<file path="src/rtl/alarm_snooze_ctrl.sv">
// -----------------------------------------------------------------------------
// alarm_snooze_ctrl
//   Buzzer, snooze and stop control downstream of the alarm-compare block.
//   A single three-state FSM (IDLE / RING / SNOOZE) owns the two seconds
//   timers, the beep phase and the snooze counter. Every output is a flop
//   loaded from the next-state logic, so an output changes on the same clock
//   edge that samples the input causing the change. No combinational path
//   runs from an input to an output.
// -----------------------------------------------------------------------------
module alarm_snooze_ctrl #(
  parameter int unsigned SNOOZE_SEC       = 300,  // 1..65535
  parameter int unsigned RING_TIMEOUT_SEC = 60,   // 1..65535
  parameter int unsigned MAX_SNOOZE       = 3     // 0..15
) (
  input  logic       clk,
  input  logic       clr,          // asynchronous, active-low
  input  logic       enable,
  input  logic       tick_1hz,
  input  logic       alarm_in,
  input  logic       snooze_btn,
  input  logic       stop_btn,
  output logic       buzzer,
  output logic       ringing,
  output logic       snoozing,
  output logic [3:0] snooze_cnt,
  output logic       timeout_evt
);

  typedef enum logic [1:0] {
    ST_IDLE   = 2'd0,
    ST_RING   = 2'd1,
    ST_SNOOZE = 2'd2
  } state_e;

  // Last timer value before expiry. A timer never goes past this value
  // because the state change on expiry reloads it.
  localparam logic [15:0] RING_LAST   = 16'(RING_TIMEOUT_SEC - 1);
  localparam logic [15:0] SNOOZE_LAST = 16'(SNOOZE_SEC - 1);
  localparam logic [3:0]  SNOOZE_MAX  = 4'(MAX_SNOOZE);

  // State and internal registers
  state_e      state_q,      state_d;
  logic [15:0] ring_timer_q, ring_timer_d;
  logic [15:0] snz_timer_q,  snz_timer_d;
  logic        beep_q,       beep_d;
  logic [3:0]  snooze_cnt_q, snooze_cnt_d;
  logic        alarm_prev_q;

  // Registered outputs
  logic        buzzer_q,      buzzer_d;
  logic        ringing_q,     ringing_d;
  logic        snoozing_q,    snoozing_d;
  logic        timeout_evt_q, timeout_evt_d;

  // A level that is already high when reset releases counts as a rise,
  // because alarm_prev comes out of reset at 0.
  logic alarm_rise;
  assign alarm_rise = alarm_in & ~alarm_prev_q;

  // A snooze request is only honoured while snoozes remain.
  logic snooze_ok;
  assign snooze_ok = snooze_btn & (snooze_cnt_q < SNOOZE_MAX);

  // Next-state, timer, counter and output decode.
  always_comb begin
    // NOTE: every variable gets a default before any branch, so no path
    // through the block leaves one unassigned and no latch is inferred.
    state_d       = state_q;
    ring_timer_d  = ring_timer_q;
    snz_timer_d   = snz_timer_q;
    beep_d        = beep_q;
    snooze_cnt_d  = snooze_cnt_q;
    timeout_evt_d = 1'b0;

    if (!enable) begin
      // Disarming overrides any event in the same cycle.
      state_d      = ST_IDLE;
      snooze_cnt_d = 4'd0;
    end else begin
      case (state_q)
        ST_IDLE: begin
          if (alarm_rise) begin
            state_d      = ST_RING;
            ring_timer_d = 16'd0;
            snz_timer_d  = 16'd0;
            beep_d       = 1'b1;
            snooze_cnt_d = 4'd0;
          end
        end

        ST_RING: begin
          // Priority: stop, then snooze, then timeout. A snooze refused at
          // the limit falls through, so that cycle's tick still counts.
          if (stop_btn) begin
            state_d      = ST_IDLE;
            snooze_cnt_d = 4'd0;
          end else if (snooze_ok) begin
            state_d      = ST_SNOOZE;
            snz_timer_d  = 16'd0;
            snooze_cnt_d = snooze_cnt_q + 4'd1;
          end else if (tick_1hz) begin
            if (ring_timer_q == RING_LAST) begin
              state_d       = ST_IDLE;
              timeout_evt_d = 1'b1;
              snooze_cnt_d  = 4'd0;
            end else begin
              beep_d       = ~beep_q;
              ring_timer_d = ring_timer_q + 16'd1;
            end
          end
        end

        ST_SNOOZE: begin
          // Snooze presses and new alarm rises mean nothing here. A stop
          // press beats a snooze expiry in the same cycle.
          if (stop_btn) begin
            state_d      = ST_IDLE;
            snooze_cnt_d = 4'd0;
          end else if (tick_1hz) begin
            if (snz_timer_q == SNOOZE_LAST) begin
              state_d      = ST_RING;
              ring_timer_d = 16'd0;
              beep_d       = 1'b1;
            end else begin
              snz_timer_d = snz_timer_q + 16'd1;
            end
          end
        end

        default: begin
          state_d      = ST_IDLE;
          snooze_cnt_d = 4'd0;
        end
      endcase
    end

    // The outputs are decoded from the next state, so the output flops
    // show the new state on the same edge that loads the state register.
    ringing_d  = (state_d == ST_RING);
    snoozing_d = (state_d == ST_SNOOZE);
    buzzer_d   = (state_d == ST_RING) & beep_d;
  end

  // State, timers, edge-detect history and output registers.
  always_ff @(posedge clk or negedge clr) begin
    if (!clr) begin
      state_q       <= ST_IDLE;
      ring_timer_q  <= 16'd0;
      snz_timer_q   <= 16'd0;
      beep_q        <= 1'b0;
      snooze_cnt_q  <= 4'd0;
      alarm_prev_q  <= 1'b0;
      buzzer_q      <= 1'b0;
      ringing_q     <= 1'b0;
      snoozing_q    <= 1'b0;
      timeout_evt_q <= 1'b0;
    end else begin
      // NOTE: non-blocking assignments, so every flop samples the values
      // from before this edge no matter how the statements are ordered.
      state_q       <= state_d;
      ring_timer_q  <= ring_timer_d;
      snz_timer_q   <= snz_timer_d;
      beep_q        <= beep_d;
      snooze_cnt_q  <= snooze_cnt_d;
      alarm_prev_q  <= alarm_in;
      buzzer_q      <= buzzer_d;
      ringing_q     <= ringing_d;
      snoozing_q    <= snoozing_d;
      timeout_evt_q <= timeout_evt_d;
    end
  end

  assign buzzer      = buzzer_q;
  assign ringing     = ringing_q;
  assign snoozing    = snoozing_q;
  assign snooze_cnt  = snooze_cnt_q;
  assign timeout_evt = timeout_evt_q;

endmodule

</file>
<file path="config.mk">
export PLATFORM = sky130hd
export DESIGN_NAME = alarm_snooze_ctrl
export DESIGN_NICKNAME = d
export VERILOG_FILES = /design/src/rtl/alarm_snooze_ctrl.sv
export SDC_FILE = /design/constraint.sdc
export NUM_CORES = 1
export LEC_CHECK = 0
export ABC_AREA = 1
export BUFFER_PORTS_ARGS = -buffer_cell sky130_fd_sc_hd__buf_2
export CAP_MARGIN = 0
export CORE_UTILIZATION = 60
export CTS_BUF_LIST = sky130_fd_sc_hd__clkbuf_8
export CTS_CLUSTER_SIZE = 30
export DETAILED_ROUTE_END_ITERATION = 8
export PLACE_DENSITY = 0.87
export SYNTH_ARGS = -nofsm -noshare
export SYNTH_HDL_FRONTEND = slang
export SYNTH_SLANG_ARGS = --single-unit
</file>
<file path="constraint.sdc">
create_clock -name clk -period 4.2 [get_ports clk]
set_input_delay 0.42 -clock clk [delete_from_list [all_inputs] [get_ports clk]]
set_output_delay 0.42 -clock clk [all_outputs]
set_load 0.05 [all_outputs]
</file>
Word level (Yosys, flattened, before mapping) --
Cells that the tools add are included.
Storage, ports and cells: bits in registers 44, input bits 7, word-level logic and storage cells 93
Operators by class: add/subtract/negate cells 3, order comparisons 1, equal/unequal tests 20, mux-type cells 49, bitwise logic cells 5, reductions and logical operators 5
Operator list (count):
- $mux 16 | 13
- $pmux 16 s3 | 2
- $add 16x1->16 const B | 2
- $mux 4 | 7
- $ne 2x2->1 const B | 10
- $mux 2 | 9
- $eq 16x6->1 const B | 1
- $eq 16x9->1 const B | 1
- $mux 1 | 15
- $pmux 4 s3 | 1
- $ne 5x5->1 const B | 2
- $reduce_and 10->1 | 1
- $reduce_and 8->1 | 1
- $ne 3x3->1 const B | 2
- $pmux 2 s3 | 1
- $add 4x1->4 const B | 1
- $eq 2x1->1 const B | 2
- $eq 2x2->1 const B | 2
- $lt 4x2->1 const B | 1
- $reduce_and 4->1 | 1
- $and 1x1->1 | 3
- $pmux 1 s3 | 1
- $reduce_bool 3->1 | 1
- $logic_not 2->1 | 1
- $not 1->1 | 2

Logic depth before layout (Yosys ltp) --
depth after elaboration 9, depth in mapped cells 12, depth with buffers taken out 12

Worst setup path after synthesis --
OpenSTA, ideal clock, no wires.
path type register to register, from register snooze_cnt_q[0], in the netlist snooze_cnt[0], to register snz_timer_q[4], setup time 0.122 ns, arrival 1.745 ns, required time 4.078 ns, path slack 2.333 ns, stages on the path, launching flop included 11, buffers on the path 1, period minus slack after synthesis 1.867 ns, cells stage by stage dfrtp_1 -> ha_1 -> nor2_1 -> nand2_1 -> nand2_1 -> nand2_1 -> nor2_2 -> nand2_4 -> inv_2 -> buf_4 -> o21ai_1
On the way: longest elaborated chain between the ends 4
RTL lines:
- start: declaration | line 46 | logic [3:0] snooze_cnt_q, snooze_cnt_d;
- start signal: assignment | line 164 | snooze_cnt_q <= snooze_cnt_d;
- $lt 4x2->1 | line 62 | assign snooze_ok = snooze_btn & (snooze_cnt_q < SNOOZE_MAX);
- $and 1x1->1 | line 62
- $ne 2x2->1 (no source line)
- $reduce_and 8->1 (no source line)
- end signal: assignment | line 162 | snz_timer_q <= snz_timer_d;
- end: declaration | line 44 | logic [15:0] snz_timer_q, snz_timer_d;
Every way passes these cells. A chain may end at the register's enable or synchronous reset.

Worst setup path after layout --
from register snooze_cnt_q[0], in the netlist snooze_cnt[0], to register snz_timer_q[2]
The elaborated chain is that of the path after synthesis.

==> flow_metrics.tcl <==
set metrics [dict create \
    die_w_um 70.8 \
    chipHeight_um 70.8 \
    end_kind "flip-flop" \
    status "complete, but fails checks" \
    max_freq_mhz 502 \
    finalCritPeriodShare 0.474 \
    cts_resized 0 \
    violations "design-rule violations" \
    skew_ns 0.00858 \
    rows 24 \
    cts_inserted_buffers 5 \
    vias 2587 \
    routedWlPerCell_um 12.5 \
    slew_headroom 0.365 \
    gp_congestion 0.916 \
    rsz0062_at_grt "false" \
    ys.flop_type "dfrtp_1" \
    leakage_nw 1.41 \
    grt_pass1_wl_um 10500 \
    clk_pin_slew_worst_paths_ns 0.09 \
    antenna_found_initial 0 \
    root_buffer "clkbuf_8" \
    syn_avg_cell_area_um2 7.14 \
    clk_latency_ns 0.30 \
    synth_nets 408 \
    synth_edf_count 0 \
    core_region_area_mm2 0.00444 \
    grt_max_degree 45 \
    tightestPinTransition_ns 0.952 \
    clock_path_buffers 2 \
    setup_viol 0 \
    hold_violations 0 \
    syn_inst 398 \
    drive_above_1_share 0.148 \
    cap_violations 0 \
    gr-total-overflow 0 \
    drt-total-wl_um 5780 \
    n_antenna_cell 0 \
    worstSetupStartpointType "flip-flop" \
    hold_buffers 0 \
    grt.total_usage 0.259 \
    clkSinkCount 44 \
    synth_area_mm2 0.00284 \
    synth-seq-area-share 0.387 \
    grt_pass1_vias 2464 \
    ys_warn_count 0 \
    start_util 0.639 \
    postRouteAntennaNets 0 \
    pre_cts_slack_ns 2.24 \
    min_period_ns 1.99 \
    power.density_mw_per_mm2 283 \
    ys_ff_latch 44 \
    fin_setup_tns_ns 0 \
    final_common_cell "nand2_1" \
    ir_drop_uv 134 \
    io_buffer_count 14 \
    remaining_drc_errors 4 \
    ys_async_sr_fraction 1.00 \
    drt_iter0_drc 251 \
    die_area_mm2 0.00501 \
    ioPinCount 15 \
    routed_via_density 5.59 \
    layout_setup_ws_ns 2.21 \
    final_cell_mix "nand2_1 (95), nor2_1 (66), dfrtp_1 (44)" \
    critPathRequiredTime_ns 4.41 \
    first_pass_iters 7 \
    worstSetupPathType "reg -> reg" \
    fill_cells 368 \
    worst-path-max-fanout 17 \
    cts-htree-levels 2 \
    synth_cell_types 34 \
    cts_tree "built" \
    hpwlAfterDp_um 4120 \
    slew_violations 0 \
    cts_setup_buffers 0 \
    critPathArrivalTime_ns 2.20 \
    syn_to_final_growth_pct 7.13 \
    hold_path_class "in -> reg" \
    nets 420 \
]
==> state kept, by name, indices dropped and copies added, names as in the netlist <==
name / count
ring_timer_q: 16
snz_timer_q: 16
snooze_cnt: 4
state_q: 2
alarm_prev_q: 1
beep_q: 1
buzzer: 1
ringing: 1
snoozing: 1
timeout_evt: 1
==> final cells by class <==
type	count	area [µm²]	area share
Sequential cell	44	1100	0.362
Multi-Input combinational cell	303	1520	0.501
Clock inverter	1	30.0	0.00986
Tap cell	52	65.1	0.0214
Timing Repair Buffer	14	70.1	0.0230
Clock buffer	7	96.3	0.0316
Inverter	42	158	0.0518
==> path summary, 6_finish.rpt <==
check / endpoint / depth (start not counted) / slack (ns) / from
setup / recovery: snz_timer_q[2] / 10 / 2.21 / snooze_cnt[0]
hold reg to reg: snooze_cnt[3] / 2 / 0.51 / snooze_cnt[3]
setup reg to reg: snz_timer_q[2] / 10 / 2.21 / snooze_cnt[0]
min in group asynchronous: snz_timer_q[8] / 1 / 0.27 / clr
hold / removal: alarm_prev_q / 1 / 0.24 / alarm_in
max in group asynchronous: ring_timer_q[0] / 1 / 3.34 / clr
==> metrics by stage <==
stage | hold slack, ns | total power (W) | std cells | area [µm²] | util
after floorplan | 0.124 | 0.000496 | 398 | 2840 | -
after global placement | 0.498 | 0.000514 | 455 | 2920 | 0.657
after detailed placement | 0.499 | 0.000516 | 455 | 2920 | 0.657
after CTS | 0.229 | 0.000869 | 463 | 3040 | 0.685
after global routing | 0.235 | 0.000893 | 463 | 3040 | 0.685
final | 0.235 | 0.000861 | 463 | 3040 | 0.685
==> layer usage <==
metal,vias up,GRT usage,part of all wire
met5,-,0,0
met4,0,0.0778,0.013
met3,8,0.0470,0.055
met2,75,0.427,0.47
met1,1207,0.350,0.47
li1,1297,-,-
==> cell usage after synthesis (3+ instances only) <==
cell type | n | area share
a21oi_1 | 5 | 0.0088
clkbuf_1 | 3 | 0.0040
dfrtp_1 | 44 | 0.39
ha_1 | 3 | 0.013
inv_1 | 31 | 0.041
inv_2 | 11 | 0.015
nand2_1 | 95 | 0.13
nand2_2 | 7 | 0.015
nand3_1 | 32 | 0.056
nand4_1 | 3 | 0.0066
nor2_1 | 66 | 0.087
nor2_2 | 6 | 0.013
nor3_1 | 19 | 0.033
o21ai_0 | 12 | 0.021
o21ai_1 | 13 | 0.023
o21ai_2 | 7 | 0.022
xor2_1 | 18 | 0.055
==> critical path: stages (launching register included) <==
cell and delay (ns):
dfrtp_1 0.42, ha_1 0.21, nor2_1 0.10, nand2_1 0.21
nand2_1 0.13, nand2_1 0.07, nor2_2 0.15, nand2_4 0.15
inv_2 0.25, nand3_1 0.11, o21ai_1 0.10
==> cells by family after synthesis <==
kind of cell / Yosys count / share of synthesized area
compound gates: 40 / 0.0872
flops: 44 / 0.387
xor+xnor: 19 / 0.0586
fa+ha+maj: 3 / 0.0132
simple gates: 241 / 0.377
buf+inv: 51 / 0.0762
==> power breakdown <==
part / switching [W] / internal (W)
sequential: 0.00000529 / 0.000429
combinational: 0.0000554 / 0.0000166
clock: 0.000144 / 0.000210
Power figures use the tool's default switching activity.
